===== src/rtl/entropy_sampler_ctrl_if.sv =====
`default_nettype none
// ============================================================================
// Module   : entropy_sampler_ctrl_if
// Brief    : Valid/ready stream carrying assembled 32-bit random words.
// Revision : 1.0 - initial release
// ============================================================================
interface entropy_sampler_ctrl_if;
    logic [31:0] rnd_data;
    logic        rnd_valid;
    logic        rnd_ready;

    modport master (
        output rnd_data,
        output rnd_valid,
        input  rnd_ready
    );

    modport slave (
        input  rnd_data,
        input  rnd_valid,
        output rnd_ready
    );
endinterface
`default_nettype wire


===== src/rtl/entropy_sampler_ctrl.sv =====
`default_nettype none
// ============================================================================
// Module   : entropy_sampler_ctrl
// Brief    : Sequences the ring-oscillator entropy source, decimates its bit
//            stream into 32-bit words and runs a repetition-count health test.
// Revision : 1.0 - initial release
// ============================================================================
module entropy_sampler_ctrl #(
    parameter int WARMUP_CYCLES = 256,
    parameter int SAMPLE_DIV    = 4,
    parameter int REP_LIMIT     = 32
) (
    input  logic                   clk,
    input  logic                   rst,
    input  logic                   ctrl_en_i,
    input  logic [31:0]            cfg_deltax_i,
    input  logic [31:0]            cfg_deltay_i,
    input  logic                   ent_bit_i,
    output logic                   ent_rst_o,
    output logic                   ent_enb_o,
    output logic [31:0]            osc_deltax_o,
    output logic [31:0]            osc_deltay_o,
    output logic                   busy_o,
    output logic                   health_fail_o,
    input  logic                   fail_clr_i,
    entropy_sampler_ctrl_if.master rnd_if
);

    localparam int C_WARM_W = (WARMUP_CYCLES > 1) ? $clog2(WARMUP_CYCLES) : 1;
    localparam int C_DIV_W  = (SAMPLE_DIV > 1) ? $clog2(SAMPLE_DIV) : 1;
    localparam logic [C_WARM_W-1:0] C_WARM_LAST = C_WARM_W'(WARMUP_CYCLES - 1);
    localparam logic [C_DIV_W-1:0]  C_DIV_LAST  = C_DIV_W'(SAMPLE_DIV - 1);
    localparam logic [7:0]          C_REP_LIMIT = 8'(REP_LIMIT);

    typedef enum logic [2:0] {
        S_IDLE    = 3'd0,
        S_RST     = 3'd1,
        S_WARMUP  = 3'd2,
        S_COLLECT = 3'd3,
        S_HOLD    = 3'd4,
        S_FAIL    = 3'd5
    } state_t;

    state_t              state_q, state_d;
    logic                rst_cnt_q, rst_cnt_d;
    logic [C_WARM_W-1:0] warm_cnt_q, warm_cnt_d;
    logic [C_DIV_W-1:0]  div_cnt_q, div_cnt_d;
    logic [4:0]          bit_cnt_q, bit_cnt_d;
    logic [30:0]         shift_q, shift_d;
    logic [7:0]          rep_cnt_q, rep_cnt_d;
    logic                prev_q, prev_d;
    logic [31:0]         data_q, data_d;
    logic                valid_q, valid_d;
    logic [31:0]         dx_q, dx_d;
    logic [31:0]         dy_q, dy_d;
    logic                ent_rst_q, ent_enb_q, busy_q, fail_q;

    logic        w_sample;
    logic [7:0]  w_rep_next;
    logic [31:0] w_shift_next;
    logic        w_gen_off;

    assign w_sample     = (state_q == S_COLLECT) && (div_cnt_q == C_DIV_LAST);
    assign w_rep_next   = (ent_bit_i == prev_q) ? (rep_cnt_q + 8'd1) : 8'd1;
    assign w_shift_next = {shift_q, ent_bit_i};

    always_comb begin
        state_d    = state_q;
        rst_cnt_d  = rst_cnt_q;
        warm_cnt_d = warm_cnt_q;
        div_cnt_d  = div_cnt_q;
        bit_cnt_d  = bit_cnt_q;
        shift_d    = shift_q;
        rep_cnt_d  = rep_cnt_q;
        prev_d     = prev_q;
        data_d     = data_q;
        valid_d    = valid_q;
        dx_d       = dx_q;
        dy_d       = dy_q;

        case (state_q)
            S_IDLE: begin
                if (ctrl_en_i) begin
                    state_d    = S_RST;
                    dx_d       = cfg_deltax_i;
                    dy_d       = cfg_deltay_i;
                    rst_cnt_d  = 1'b0;
                    warm_cnt_d = '0;
                    rep_cnt_d  = 8'd0;
                    prev_d     = 1'b0;
                end
            end
            S_RST: begin
                if (!ctrl_en_i) begin
                    state_d = S_IDLE;
                end else if (rst_cnt_q) begin
                    state_d    = S_WARMUP;
                    warm_cnt_d = '0;
                end else begin
                    rst_cnt_d = 1'b1;
                end
            end
            S_WARMUP: begin
                if (!ctrl_en_i) begin
                    state_d = S_IDLE;
                end else if (warm_cnt_q == C_WARM_LAST) begin
                    state_d = S_COLLECT;
                end else begin
                    warm_cnt_d = warm_cnt_q + 1'b1;
                end
            end
            S_COLLECT: begin
                if (w_sample) begin
                    rep_cnt_d = w_rep_next;
                    prev_d    = ent_bit_i;
                    shift_d   = w_shift_next[30:0];
                    bit_cnt_d = bit_cnt_q + 5'd1;
                    div_cnt_d = '0;
                end else begin
                    div_cnt_d = div_cnt_q + 1'b1;
                end
                // Health failure outranks a ctrl_en drop, which outranks word completion.
                if (w_sample && (w_rep_next == C_REP_LIMIT)) begin
                    state_d = S_FAIL;
                    valid_d = 1'b0;
                end else if (!ctrl_en_i) begin
                    state_d = S_IDLE;
                end else if (w_sample && (bit_cnt_q == 5'd31)) begin
                    state_d = S_HOLD;
                    data_d  = w_shift_next;
                    valid_d = 1'b1;
                end
            end
            S_HOLD: begin
                if (valid_q && rnd_if.rnd_ready) begin
                    valid_d   = 1'b0;
                    bit_cnt_d = 5'd0;
                    div_cnt_d = '0;
                    state_d   = ctrl_en_i ? S_COLLECT : S_IDLE;
                end
            end
            S_FAIL: begin
                if (fail_clr_i) begin
                    state_d = S_IDLE;
                end
            end
            default: begin
                state_d = S_IDLE;
            end
        endcase

        // Any exit to IDLE or FAIL throws away the partially assembled word.
        if ((state_d == S_IDLE) || (state_d == S_FAIL)) begin
            shift_d   = '0;
            bit_cnt_d = 5'd0;
            div_cnt_d = '0;
        end
    end

    assign w_gen_off = (state_d == S_IDLE) || (state_d == S_RST) || (state_d == S_FAIL);

    always_ff @(posedge clk) begin
        if (rst) begin
            state_q    <= S_IDLE;
            rst_cnt_q  <= 1'b0;
            warm_cnt_q <= '0;
            div_cnt_q  <= '0;
            bit_cnt_q  <= 5'd0;
            shift_q    <= '0;
            rep_cnt_q  <= 8'd0;
            prev_q     <= 1'b0;
            data_q     <= 32'd0;
            valid_q    <= 1'b0;
            dx_q       <= 32'd0;
            dy_q       <= 32'd0;
            ent_rst_q  <= 1'b1;
            ent_enb_q  <= 1'b0;
            busy_q     <= 1'b0;
            fail_q     <= 1'b0;
        end else begin
            state_q    <= state_d;
            rst_cnt_q  <= rst_cnt_d;
            warm_cnt_q <= warm_cnt_d;
            div_cnt_q  <= div_cnt_d;
            bit_cnt_q  <= bit_cnt_d;
            shift_q    <= shift_d;
            rep_cnt_q  <= rep_cnt_d;
            prev_q     <= prev_d;
            data_q     <= data_d;
            valid_q    <= valid_d;
            dx_q       <= dx_d;
            dy_q       <= dy_d;
            ent_rst_q  <= w_gen_off;
            ent_enb_q  <= ~w_gen_off;
            busy_q     <= (state_d != S_IDLE) && (state_d != S_FAIL);
            fail_q     <= (state_d == S_FAIL);
        end
    end

    assign ent_rst_o        = ent_rst_q;
    assign ent_enb_o        = ent_enb_q;
    assign osc_deltax_o     = dx_q;
    assign osc_deltay_o     = dy_q;
    assign busy_o           = busy_q;
    assign health_fail_o    = fail_q;
    assign rnd_if.rnd_data  = data_q;
    assign rnd_if.rnd_valid = valid_q;

endmodule
`default_nettype wire

===== src/flat_wrapper.sv =====
// flat-port wrapper written by rule: the top's interface ports become plain ports
module entropy_sampler_ctrl_flat 
#(
    parameter int WARMUP_CYCLES = 256,
    parameter int SAMPLE_DIV    = 4,
    parameter int REP_LIMIT     = 32
)
  (clk, rst, ctrl_en_i, cfg_deltax_i, cfg_deltay_i, ent_bit_i, ent_rst_o, ent_enb_o, osc_deltax_o, osc_deltay_o, busy_o, health_fail_o, fail_clr_i, rnd_if_rnd_data, rnd_if_rnd_valid, rnd_if_rnd_ready);
  entropy_sampler_ctrl_if rnd_if_i ();
  input  logic clk;
  input  logic rst;
  input  logic ctrl_en_i;
  input  logic [31:0] cfg_deltax_i;
  input  logic [31:0] cfg_deltay_i;
  input  logic ent_bit_i;
  output logic ent_rst_o;
  output logic ent_enb_o;
  output logic [31:0] osc_deltax_o;
  output logic [31:0] osc_deltay_o;
  output logic busy_o;
  output logic health_fail_o;
  input  logic fail_clr_i;
  output wire logic [$bits(rnd_if_i.rnd_data)-1:0] rnd_if_rnd_data;
  output wire logic [$bits(rnd_if_i.rnd_valid)-1:0] rnd_if_rnd_valid;
  input wire logic [$bits(rnd_if_i.rnd_ready)-1:0] rnd_if_rnd_ready;
  assign rnd_if_rnd_data = rnd_if_i.rnd_data;
  assign rnd_if_rnd_valid = rnd_if_i.rnd_valid;
  assign rnd_if_i.rnd_ready = rnd_if_rnd_ready;
  entropy_sampler_ctrl #(.WARMUP_CYCLES(WARMUP_CYCLES), .SAMPLE_DIV(SAMPLE_DIV), .REP_LIMIT(REP_LIMIT)) u_core (.clk(clk), .rst(rst), .ctrl_en_i(ctrl_en_i), .cfg_deltax_i(cfg_deltax_i), .cfg_deltay_i(cfg_deltay_i), .ent_bit_i(ent_bit_i), .ent_rst_o(ent_rst_o), .ent_enb_o(ent_enb_o), .osc_deltax_o(osc_deltax_o), .osc_deltay_o(osc_deltay_o), .busy_o(busy_o), .health_fail_o(health_fail_o), .fail_clr_i(fail_clr_i), .rnd_if(rnd_if_i));
endmodule

===== config.mk =====
export PLATFORM = sky130hd
export DESIGN_NAME = entropy_sampler_ctrl_flat
export DESIGN_NICKNAME = d
export VERILOG_FILES = /design/src/rtl/entropy_sampler_ctrl_if.sv /design/src/rtl/entropy_sampler_ctrl.sv /design/src/flat_wrapper.sv
export SDC_FILE = /design/constraint.sdc
export NUM_CORES = 1
export LEC_CHECK = 0
export ABC_AREA = 1
export CORE_MARGIN = 5
export CORE_UTILIZATION = 43
export CTS_BUF_LIST = sky130_fd_sc_hd__clkbuf_16
export CTS_CLUSTER_DIAMETER = 200
export DETAILED_ROUTE_END_ITERATION = 7
export PLACE_DENSITY = 0.77
export SYNTH_ARGS = -nofsm -noshare
export SYNTH_HDL_FRONTEND = slang
export SYNTH_SLANG_ARGS = --single-unit
export TNS_END_PERCENT = 20

===== constraint.sdc =====
create_clock -name clk -period 2.15 [get_ports clk]
set_clock_uncertainty 0.05 [all_clocks]
set_input_delay 0.3225 -clock clk [delete_from_list [all_inputs] [get_ports clk]]
set_output_delay 0.3225 -clock clk [all_outputs]
set_load 0.02 [all_outputs]

==> flow_metrics.py <==
metrics = {
    "timing": {
        "timing.hold.ws_ns": 0.411,
        "maxSlewViolCount": 0,
        "fmax_mhz": 460,
        "finalHoldViolCount": 0,
        "fin_crit_sh_pct": 101,
        "final.setup.worst_slack_ns": -0.0228,
        "max_slew_margin_pct": 69.7,
        "rsz0062_at_grt": "true",
        "setup_viol": 22,
        "period_needed_ns": 2.17,
        "max_slew.worst_pin.slew_ns": 0.452,
    },
    "critical_path": {
        "max_stage_delay_ns": 0.36,
        "critical_path.cell_chain": "buf_6 > inv_1 > o21ai_1 > nand3_2 > nand2_2 > nor2_2 > nand3_2 > nand2_2 > nand2_2 > nand2_2 > nor2_1 > nand2_2 > nand3_4 > clkbuf_16 > nor2_1",
        "cp.arrival_ns": 2.43,
        "path_common_cell": "nand2_2",
        "crit_required_ns": 2.41,
        "cp-start-kind": "register",
        "crit_slowest_cell": "dfxtp_2",
        "path_max_fanout": 6,
        "reg2reg_slack_ns": -0.02,
        "crit_type": "register to register",
        "endpoint_kind": "register",
    },
    "die": {
        "die_w_um": 130,
        "dieHeight_um": 130,
        "start_util_pct": 44.1,
        "die_area_mm2": 0.0168,
        "row_count": 43,
        "core-area_mm2": 0.0139,
        "io_pins": 171,
    },
    "drt": {
        "wl_um": 17400,
        "drt_iter0_drc": 358,
        "ant_nets": 0,
        "drc": 0,
        "avgRoutedWirePerCell_um": 14.4,
        "drt-pass1-iter-count": 5,
        "viasPerCell": 4.94,
        "vias": 5952,
    },
    "power": {
        "p_leak_nw": 3.63,
        "swShare_pct": 24.5,
        "power.switching_w": 0.00168,
        "intPower_w": 0.00519,
        "peakVddDrop_v": 0.000515,
        "clockPowerShare_pct": 42.3,
        "powerDensity_mw_per_mm2": 757,
        "seqPwrFrac_pct": 45.4,
        "pwr-share-comb_pct": 12.3,
    },
    "global_routing": {
        "grt_use_total_pct": 19.2,
        "first_global_vias": 5275,
        "grt_pass1_wl_um": 25900,
        "grt_overflow": 0,
        "antenna_found_initial": 0,
        "grt_max_degree": 80,
    },
    "placement": {
        "placed_area_mm2": 0.00816,
        "dp_hpwl_um": 11500,
        "place_inst": 1165,
        "gp_congestion": 0.830,
        "portBuffers": 170,
        "place_ws_ns": -0.305,
    },
    "logic_synthesis": {
        "yosysWarnings": 0,
        "synthCells": 829,
        "synth_nets": 904,
        "yosysUniqueCellTypes": 28,
        "synth-seq-area-share_pct": 52.1,
        "ys_seq_elements": 160,
        "synth_flop_cell": "dfxtp_1",
        "synth_edf_count": 0,
        "syn_area_mm2": 0.00614,
        "synth-async-reset-ratio_pct": 0,
        "syn_avg_cell_area_um2": 7.41,
    },
    "cells_and_area": {
        "fin_area_mm2": 0.00908,
        "final_nets": 1089,
        "layout-drive-gt1-share_pct": 14.2,
        "area_growth_pct": 47.7,
        "final_cells": 1206,
        "diodes": 0,
    },
    "clock_network": {
        "tritoncts": "built",
        "cts-root-buf": "clkbuf_16",
        "insertion_delay_ns": 0.41,
        "hold_buffers": 0,
        "ctsLongestPathBuffers": 2,
        "cts_sinks": 160,
        "htree_levels": 4,
        "clk_pin_slew_ns": 0.06,
        "cts_made_buffers": 17,
    },
    "outcome": {
        "run_status": "finished, violations left",
        "violations": "setup timing",
    },
    "hold_path": {
        "hold_class": "register to register",
    },
    "flow_run": {
        "cap_violations": 0,
    },
}
## routing by layer
layer  GRT usage [%]  wire [µm]
met1            24.9       7390
met2            31.6       8510
met3            4.37       1240
met4            6.60        228
met5               0          0
## cell families after synthesis
group | count (synthesis) | share of synthesized area, %
and+or+nand+nor | 368 | 24.4
AOI/OAI and AO/OA | 189 | 15.6
DFF | 160 | 52.1
buffers and inverters | 107 | 6.90
adders and majority gates | 5 | 1.02
## final timing paths
| path | startpoint | end | depth (start not counted) |
|---|---|---|---|
| max | u_core.rep_cnt_q[0]$_SDFFE_PP0P_ | u_core.shift_q[1]$_SDFFE_PP0P_ | 15 |
| min reg2reg | u_core.warm_cnt_q[4]$_SDFFE_PP0P_ | u_core.warm_cnt_q[4]$_SDFFE_PP0P_ | 2 |
| max reg2reg | u_core.rep_cnt_q[0]$_SDFFE_PP0P_ | u_core.shift_q[1]$_SDFFE_PP0P_ | 15 |
| min | u_core.warm_cnt_q[4]$_SDFFE_PP0P_ | u_core.warm_cnt_q[4]$_SDFFE_PP0P_ | 2 |
## power by group through the flow
stage	sequential [W]	combinational [W]	clock (W)
global placement	0.00319	0.000794	0
global route	0.00313	0.000914	0.00312
CTS	0.00313	0.000809	0.00296
finish	0.00312	0.000845	0.00290
detailed placement	0.00319	0.000802	0
floorplan	0.00331	0.000251	0
## final cells by class
type | instances | area, µm²
clock inverters | 14 | 141
well taps | 180 | 225
multi-input cells | 563 | 2710
repair buffers | 209 | 2110
flip-flops and latches | 160 | 3220
inverters | 63 | 239
fillers | 1157 | 4860
clock buffers | 17 | 425
## synth_stat cells (all sizes together), types with 2 or more instances
library cell | instances | area (µm²)
a21oi | 48 | 240
a31oi | 2 | 12.5
buf | 13 | 71.3
clkbuf | 31 | 116
dfxtp | 160 | 3200
ha | 5 | 62.6
inv | 62 | 233
nand2 | 111 | 422
nand3 | 25 | 135
nand4 | 9 | 56.3
nor2 | 218 | 853
o21ai | 136 | 681
## state kept, by name (all words and copies together) (netlist names)
signal / flops
u_core.osc_deltay_o: 32
u_core.osc_deltax_o: 32
u_core.rst_cnt_q: 1
u_core.busy_o: 1
u_core.state_q: 3
u_core.ent_rst_o: 1
u_core.shift_q: 31
u_core.rep_cnt_q: 8
u_core.bit_cnt_q: 5
u_core.warm_cnt_q: 8
u_core.health_fail_o: 1
u_core.ent_enb_o: 1
u_core.div_cnt_q: 2
u_core.prev_q: 1
u_core.rnd_if.rnd_valid: 1
u_core.rnd_if.rnd_data: 32
## layout by cell type, fill, tap and decap left out, types with 20 or more instances in the layout
master,instances
inv_1,57
clkdlybuf4s50_1,170
clkbuf_16,20
buf_4,29
nor2_1,190
o21ai_0,134
nand2_2,21
nor2_2,23
a21oi_1,47
dfxtp_1,151
nand2_1,89
## critical path: cells and delay by family, from the launching register on
family          cells  cell delay [ns]
compound gates      1             0.24
buf+inv             3             0.36
flops               1             0.36
simple gates       11             1.06
## what timing repair did
item,4_1_cts,5_1_grt
gates resized for setup,1,73
setup endpoints to repair,1,74
pin swaps,0,14
cloned,0,5
buffers inserted,0,5
## stage by stage
stage	TNS [ns]	utilization (%)	power (W)
after detailed placement	-18.54	58.6	0.00399
after global routing	-2.43	65.1	0.00716
after global placement	-14.84	58.6	0.00398
after floorplan	0	-	0.00356
final	-0.267	65.1	0.00687
after CTS	0	62.7	0.00689
(Power assumes the default switching activity.)
